<file path="config.mk">
export PLATFORM = sky130hd
export DESIGN_NAME = riscv_alu_issue_ctrl
export DESIGN_NICKNAME = d
export VERILOG_FILES = /design/src/rtl/alu_opcodes_pkg.sv /design/src/rtl/riscv_pkg.sv /design/src/rtl/riscv_imm_gen.sv /design/src/rtl/riscv_alu_issue_ctrl.sv
export SDC_FILE = /design/constraint.sdc
export NUM_CORES = 1
export LEC_CHECK = 0
export BUFFER_PORTS_ARGS = -buffer_cell sky130_fd_sc_hd__buf_2
export CAP_MARGIN = 20
export CORE_MARGIN = 4
export CORE_UTILIZATION = 48
export DETAILED_ROUTE_END_ITERATION = 10
export PLACE_DENSITY = 0.82
export SYNTH_ARGS = -nofsm -noshare
export SYNTH_HDL_FRONTEND = slang
export SYNTH_SLANG_ARGS = --single-unit
</file>
<file path="constraint.sdc">
create_clock -name clk_i -period 3.56 [get_ports clk_i]
set_input_delay 0.534 -clock clk_i [delete_from_list [all_inputs] [get_ports clk_i]]
set_output_delay 0.534 -clock clk_i [all_outputs]
set_load 0.03 [all_outputs]
</file>
<file path="src/rtl/alu_opcodes_pkg.sv">
// ALU operation encoding shared by the ALU and every block that drives it.
// Layout is {class, alt, funct3}: class 2'b11 marks compare ops that only produce the flag.
package alu_opcodes_pkg;

  localparam logic [4:0] ALU_ADD  = 5'b00000;
  localparam logic [4:0] ALU_SLL  = 5'b00001;
  localparam logic [4:0] ALU_SLT  = 5'b00010;
  localparam logic [4:0] ALU_SLTU = 5'b00011;
  localparam logic [4:0] ALU_XOR  = 5'b00100;
  localparam logic [4:0] ALU_SRL  = 5'b00101;
  localparam logic [4:0] ALU_OR   = 5'b00110;
  localparam logic [4:0] ALU_AND  = 5'b00111;
  localparam logic [4:0] ALU_SUB  = 5'b01000;
  localparam logic [4:0] ALU_SRA  = 5'b01101;
  localparam logic [4:0] ALU_EQ   = 5'b11000;
  localparam logic [4:0] ALU_NE   = 5'b11001;
  localparam logic [4:0] ALU_LT   = 5'b11100;
  localparam logic [4:0] ALU_GE   = 5'b11101;
  localparam logic [4:0] ALU_LTU  = 5'b11110;
  localparam logic [4:0] ALU_GEU  = 5'b11111;

endpackage

</file>
<file path="src/rtl/riscv_pkg.sv">
// Core-wide RV32I constants: base opcodes and the ALU issue controller state encoding.
package riscv_pkg;

  localparam logic [6:0] OPC_OP     = 7'h33;
  localparam logic [6:0] OPC_OP_IMM = 7'h13;
  localparam logic [6:0] OPC_BRANCH = 7'h63;
  localparam logic [6:0] OPC_LUI    = 7'h37;
  localparam logic [6:0] OPC_AUIPC  = 7'h17;

  typedef enum logic [2:0] {
    ST_IDLE = 3'd0,
    ST_EXEC = 3'd1,
    ST_WB   = 3'd2,
    ST_BR   = 3'd3,
    ST_ERR  = 3'd4
  } issue_state_e;

endpackage

</file>
<file path="src/rtl/riscv_imm_gen.sv">
// Combinational RV32I immediate extraction (I, B and U formats), sign-extended to 32 bits.
// Only instruction bits [31:7] carry immediate data, so the opcode field is not an input.
module riscv_imm_gen (
  input  logic [31:7] instr_i,
  output logic [31:0] imm_i_o,
  output logic [31:0] imm_b_o,
  output logic [31:0] imm_u_o
);

  assign imm_i_o = {{20{instr_i[31]}}, instr_i[31:20]};
  assign imm_b_o = {{19{instr_i[31]}}, instr_i[31], instr_i[7], instr_i[30:25],
                    instr_i[11:8], 1'b0};
  assign imm_u_o = {instr_i[31:12], 12'b0};

endmodule

</file>
<file path="src/rtl/riscv_alu_issue_ctrl.sv">
// Issues one RV32I ALU-class instruction at a time: decode, regfile read, ALU drive,
// then either a valid/ready writeback, a one-cycle branch resolution or an illegal pulse.
module riscv_alu_issue_ctrl
  import riscv_pkg::*;
  import alu_opcodes_pkg::*;
#(
  parameter int XLEN    = 32,
  parameter bit SKIP_X0 = 1'b1
) (
  input  logic            clk_i,
  input  logic            rst_i,
  input  logic            instr_valid_i,
  output logic            instr_ready_o,
  input  logic [31:0]     instr_i,
  input  logic [XLEN-1:0] pc_i,
  output logic [4:0]      rs1_addr_o,
  output logic [4:0]      rs2_addr_o,
  input  logic [XLEN-1:0] rs1_data_i,
  input  logic [XLEN-1:0] rs2_data_i,
  output logic [XLEN-1:0] alu_a_o,
  output logic [XLEN-1:0] alu_b_o,
  output logic [4:0]      alu_op_o,
  input  logic [XLEN-1:0] alu_result_i,
  input  logic            alu_flag_i,
  output logic            wb_valid_o,
  input  logic            wb_ready_i,
  output logic [4:0]      wb_addr_o,
  output logic [XLEN-1:0] wb_data_o,
  output logic            br_valid_o,
  output logic            br_taken_o,
  output logic [XLEN-1:0] br_target_o,
  output logic            illegal_o
);

  issue_state_e    state_q, state_d;
  logic [31:0]     instr_q;
  logic [XLEN-1:0] pc_q;
  logic [XLEN-1:0] result_q;
  logic            flag_q;

  logic [31:0] imm_i, imm_b, imm_u;
  logic [6:0]  opcode, funct7;
  logic [2:0]  funct3;
  logic [4:0]  rd;

  logic            dec_legal, dec_branch;
  logic [XLEN-1:0] dec_a, dec_b;
  logic [4:0]      dec_op;
  logic            accept;

  assign opcode = instr_q[6:0];
  assign rd     = instr_q[11:7];
  assign funct3 = instr_q[14:12];
  assign funct7 = instr_q[31:25];

  riscv_imm_gen u_imm_gen (
    .instr_i (instr_q[31:7]),
    .imm_i_o (imm_i),
    .imm_b_o (imm_b),
    .imm_u_o (imm_u)
  );

  // Decode of the latched instruction; only consumed while in EXEC.
  always_comb begin
    dec_legal  = 1'b0;
    dec_branch = 1'b0;
    dec_a      = '0;
    dec_b      = '0;
    dec_op     = ALU_ADD;
    case (opcode)
      OPC_OP: begin
        dec_a     = rs1_data_i;
        dec_b     = rs2_data_i;
        dec_op    = {1'b0, funct7[5], funct3};
        dec_legal = (funct7 == 7'h00) ||
                    ((funct7 == 7'h20) && ((funct3 == 3'b000) || (funct3 == 3'b101)));
      end
      OPC_OP_IMM: begin
        dec_a = rs1_data_i;
        dec_b = imm_i;
        if (funct3 == 3'b101) begin
          dec_op    = {1'b0, funct7[5], funct3};
          dec_legal = (funct7 == 7'h00) || (funct7 == 7'h20);
        end else if (funct3 == 3'b001) begin
          dec_op    = {2'b00, funct3};
          dec_legal = (funct7 == 7'h00);
        end else begin
          dec_op    = {2'b00, funct3};
          dec_legal = 1'b1;
        end
      end
      OPC_BRANCH: begin
        dec_a      = rs1_data_i;
        dec_b      = rs2_data_i;
        dec_op     = {2'b11, funct3};
        dec_branch = 1'b1;
        dec_legal  = (funct3 != 3'b010) && (funct3 != 3'b011);
      end
      OPC_LUI: begin
        dec_b     = imm_u;
        dec_legal = 1'b1;
      end
      OPC_AUIPC: begin
        dec_a     = pc_q;
        dec_b     = imm_u;
        dec_legal = 1'b1;
      end
      default: ;
    endcase
  end

  // Next-state and output logic; everything idles at zero outside its own state.
  always_comb begin
    state_d       = state_q;
    instr_ready_o = 1'b0;
    rs1_addr_o    = '0;
    rs2_addr_o    = '0;
    alu_a_o       = '0;
    alu_b_o       = '0;
    alu_op_o      = ALU_ADD;
    wb_valid_o    = 1'b0;
    wb_addr_o     = '0;
    wb_data_o     = '0;
    br_valid_o    = 1'b0;
    br_taken_o    = 1'b0;
    br_target_o   = '0;
    illegal_o     = 1'b0;
    case (state_q)
      ST_IDLE: begin
        instr_ready_o = !rst_i;
        if (instr_valid_i) state_d = ST_EXEC;
      end
      ST_EXEC: begin
        rs1_addr_o = instr_q[19:15];
        rs2_addr_o = instr_q[24:20];
        alu_a_o    = dec_a;
        alu_b_o    = dec_b;
        alu_op_o   = dec_op;
        if (!dec_legal)                 state_d = ST_ERR;
        else if (dec_branch)            state_d = ST_BR;
        else if (SKIP_X0 && rd == 5'd0) state_d = ST_IDLE;
        else                            state_d = ST_WB;
      end
      ST_WB: begin
        wb_valid_o = 1'b1;
        wb_addr_o  = rd;
        wb_data_o  = result_q;
        if (wb_ready_i) state_d = ST_IDLE;
      end
      ST_BR: begin
        br_valid_o  = 1'b1;
        br_taken_o  = flag_q;
        br_target_o = pc_q + imm_b;
        state_d     = ST_IDLE;
      end
      ST_ERR: begin
        illegal_o = 1'b1;
        state_d   = ST_IDLE;
      end
      default: state_d = ST_IDLE;
    endcase
  end

  assign accept = instr_valid_i && instr_ready_o;

  always_ff @(posedge clk_i) begin
    if (rst_i) begin
      state_q  <= ST_IDLE;
      instr_q  <= '0;
      pc_q     <= '0;
      result_q <= '0;
      flag_q   <= 1'b0;
    end else begin
      state_q <= state_d;
      if (accept) begin
        instr_q <= instr_i;
        pc_q    <= pc_i;
      end
      if (state_q == ST_EXEC) begin
        result_q <= alu_result_i;
        flag_q   <= alu_flag_i;
      end
    end
  end

endmodule
</file>
==> impl_metrics.yaml <==
grt:
  grt_pass1_wl_mm: 38.1
  grtUsageTotal_pct: 29.2
  grt_overflow_total: 0
  grt_pass1_vias: 7336
  antenna_found_initial: 2
  grt_max_degree: 101
setup_path:
  r2r_start: "state_q[0]$_SDFFE_PP0P_"
  startpoint: "instr_q[31]$_SDFFE_PP0P_"
  ff2ff_setup_slack_ns: 1.20
  end_kind: "primary output"
  regToRegEndpoint: "instr_q[5]$_SDFFE_PP0P_"
  crit_end: "br_target_o[30]"
  worstPathArrival_ns: 2.93
  worstRegToRegCells: 5
  startpoint_type: "flop"
  critPathKind: "flop to primary output"
  cp.required_ns: 3.03
  crit_path_max_fanout: 11
logic_synthesis:
  yosys_register_bits: 100
  synth.largest_area_cell: "dfxtp_1"
  ys.flop_type: "dfxtp_1"
  synthesis.area_sq_mm: 0.00667
  synth_edf_count: 0
  avgSynthCellArea_sq_um: 7.21
  yosys_warnings: 0
  synth.top_cells.by_count: "235 x nand2_1, 100 x dfxtp_1, 72 x a21oi_1, 67 x nor2_1, 64 x nand3b_1"
  synth.yosys.seq_area_share_pct: 30.0
  synth_nets: 1121
  synth.distinct_cells: 48
  synth_area_leaders: "dfxtp_1 30%, nand2_1 13%, nand3b_1 7.2%, ha_1 5.6%, a21oi_1 5.4%"
  synthCells: 925
  synth_top_cell_area_share_pct: 30.0
  synth.most_common_cell: "nand2_1"
  ys_async_sr_fraction_pct: 0
sta:
  fin_crit_ns: 3.46
  slew_viol_final: 0
  rsz0062_at_grt: "yes"
  setup_ws_ns: 0.0961
  fmax_ghz: 0.289
  worst_pin_slew_ns: 0.915
  hold_slack_ns: 0.353
  fin_crit_sh_pct: 97.3
  fin_skew_ns: 0.00802
  hold_viol: 0
  setup_viol: 0
  setup_tns_ns: 0
  maxSlewHeadroom_pct: 39.0
placement:
  port-buffer-count: 317
  dpl_cell_area_sq_mm: 0.00845
  hpwlAfterDp_mm: 18.5
  gp_congestion: 0.965
  dp_slack_ns: 0.125
routing:
  drtIter0Drc: 750
  ant_nets: 0
  dr.pass1.iters: 5
  wl_per_cell_um: 17.5
  drc: 0
  viasPerCell: 5.59
  vias: 7813
  drt-total-wl_mm: 24.5
floorplanning:
  die_h_um: 126
  initial_utilization_pct: 49.8
  core_area_sq_mm: 0.0134
  boundaryPins: 318
  die_area_sq_mm: 0.0158
  num_rows: 42
  fp.dieW_um: 126
power:
  total_leakage_power_nw: 4.49
  finalPower_w: 0.00283
  powerDensity_mw_per_mm2: 317
  vdd_ir_drop_max_mv: 0.280
cts:
  cts_root_buf: "clkbuf_16"
  clk_pin_slew_ns: 0.08
  clock_latency_ns: 0.36
  htree_num_levels: 3
  cts_tree: "yes"
  cts_buffer_depth: 2
  numCtsBuffers: 9
  cts_hold_buf: 0
  cts.sinks: 100
job:
  maxCapViolCount: 0
final_layout:
  syn2layout_area_growth_pct: 34.1
  drive_gt1_share_pct: 32.3
  design_area_sq_mm: 0.00894
  fin_nets: 1412
worst_hold_path:
  hold_path_class: "input pin to flop"
outcome:
  status: "finished clean"
[cell families (layout without fill, tap and decap cells)]
family | after synthesis | count (layout) | share of synthesized area (%)
AND/OR/NAND/NOR | 487 | 487 | 35.5
AO/OA/AOI/OAI | 206 | 206 | 20.7
flip-flops | 100 | 100 | 30.0
buffers and inverters | 76 | 372 | 4.45
adder cells (fa/ha/maj) | 31 | 31 | 5.93
XOR/XNOR | 19 | 19 | 2.50
multiplexers | 6 | 6 | 0.901
other | 0 | 1 | 0
[layout make-up]
class / count / area (sq um)
Antenna cell: 1 / 2.50
Clock buffer: 9 / 225
Clock inverter: 7 / 75.1
Fill cell: 1224 / 4460
Inverter: 9 / 33.8
Multi-Input combinational cell: 749 / 4540
Sequential cell: 100 / 2010
Tap cell: 176 / 220
Timing Repair Buffer: 347 / 1840
[flip-flops by register name, summed over array words and instances (netlist names)]
register  count
result_q     32
flag_q        1
pc_q         32
state_q       3
instr_q      32
[critical path: stages (launching register included)]
cell and delay, ns:
dfxtp_4 0.38, buf_12 0.16, ha_2 0.39, nand2_1 0.10, or3_1 0.40, o31ai_1 0.29
o31ai_1 0.12, o21a_2 0.17, o21ai_2 0.16, mux2i_1 0.19, buf_2 0.22
[metrics by stage]
stage          util [%]  instances
6_report           66.7       1398
5_1_grt            66.7       1398
4_1_cts            65.4       1394
3_5_place_dp       63.0       1378
3_3_place_gp       63.0       1378
2_1_floorplan         -        925
[cells in the final DEF (no fill, tap or decap), types with 18 or more instances in the layout]
cell type,count
buf_2,312
nand2_1,234
dfxtp_1,99
a21oi_1,69
nor2_1,65
nand3b_1,64
and2_1,49
a22o_1,32
buf_4,32
ha_1,23
o21ai_0,21
a221oi_1,19
a21o_1,18
[worst min path at each step]
| stage | startpoint | end | slack [ns] | cells past startpoint |
|---|---|---|---|---|
| after floorplan | flag_q$_SDFFE_PP0P_ | flag_q$_SDFFE_PP0P_ | 0.43 | 2 |
| after global placement | result_q[9]$_SDFFE_PP0P_ | result_q[9]$_SDFFE_PP0P_ | 0.44 | 2 |
| after detailed placement | result_q[9]$_SDFFE_PP0P_ | result_q[9]$_SDFFE_PP0P_ | 0.44 | 2 |
| after CTS | instr_i[15] | instr_q[15]$_SDFFE_PP0P_ | 0.34 | 3 |
| after global routing | pc_i[28] | pc_q[28]$_SDFFE_PP0P_ | 0.35 | 3 |
| final | pc_i[25] | pc_q[25]$_SDFFE_PP0P_ | 0.35 | 3 |
[power breakdown]
| part | internal, W | switching (W) | leakage [nW] | total [W] |
|---|---|---|---|---|
| Clock | 0.000500 | 0.000507 | 0.145 | 0.00101 |
| Combinational | 0.000245 | 0.000309 | 3.52 | 0.000554 |
| Sequential | 0.00119 | 0.0000815 | 0.821 | 0.00127 |
| Total | 0.00194 | 0.000897 | 4.49 | 0.00283 |
[routing by layer]
metal  vias up  GRT usage, %  share of wire [%]
li1       3813             -                  -
met1      3625          36.7                 42
met2       335          50.4                 49
met3        38          6.77                7.3
met4         2          7.76                2.2
met5         -             0              0.029
[what timing repair did]
action	CTS	global route
resized for setup	11	31
endpoints found under the setup margin	7	9
pin swaps	0	4
buffers inserted	0	3
(Power assumes the default switching activity.)
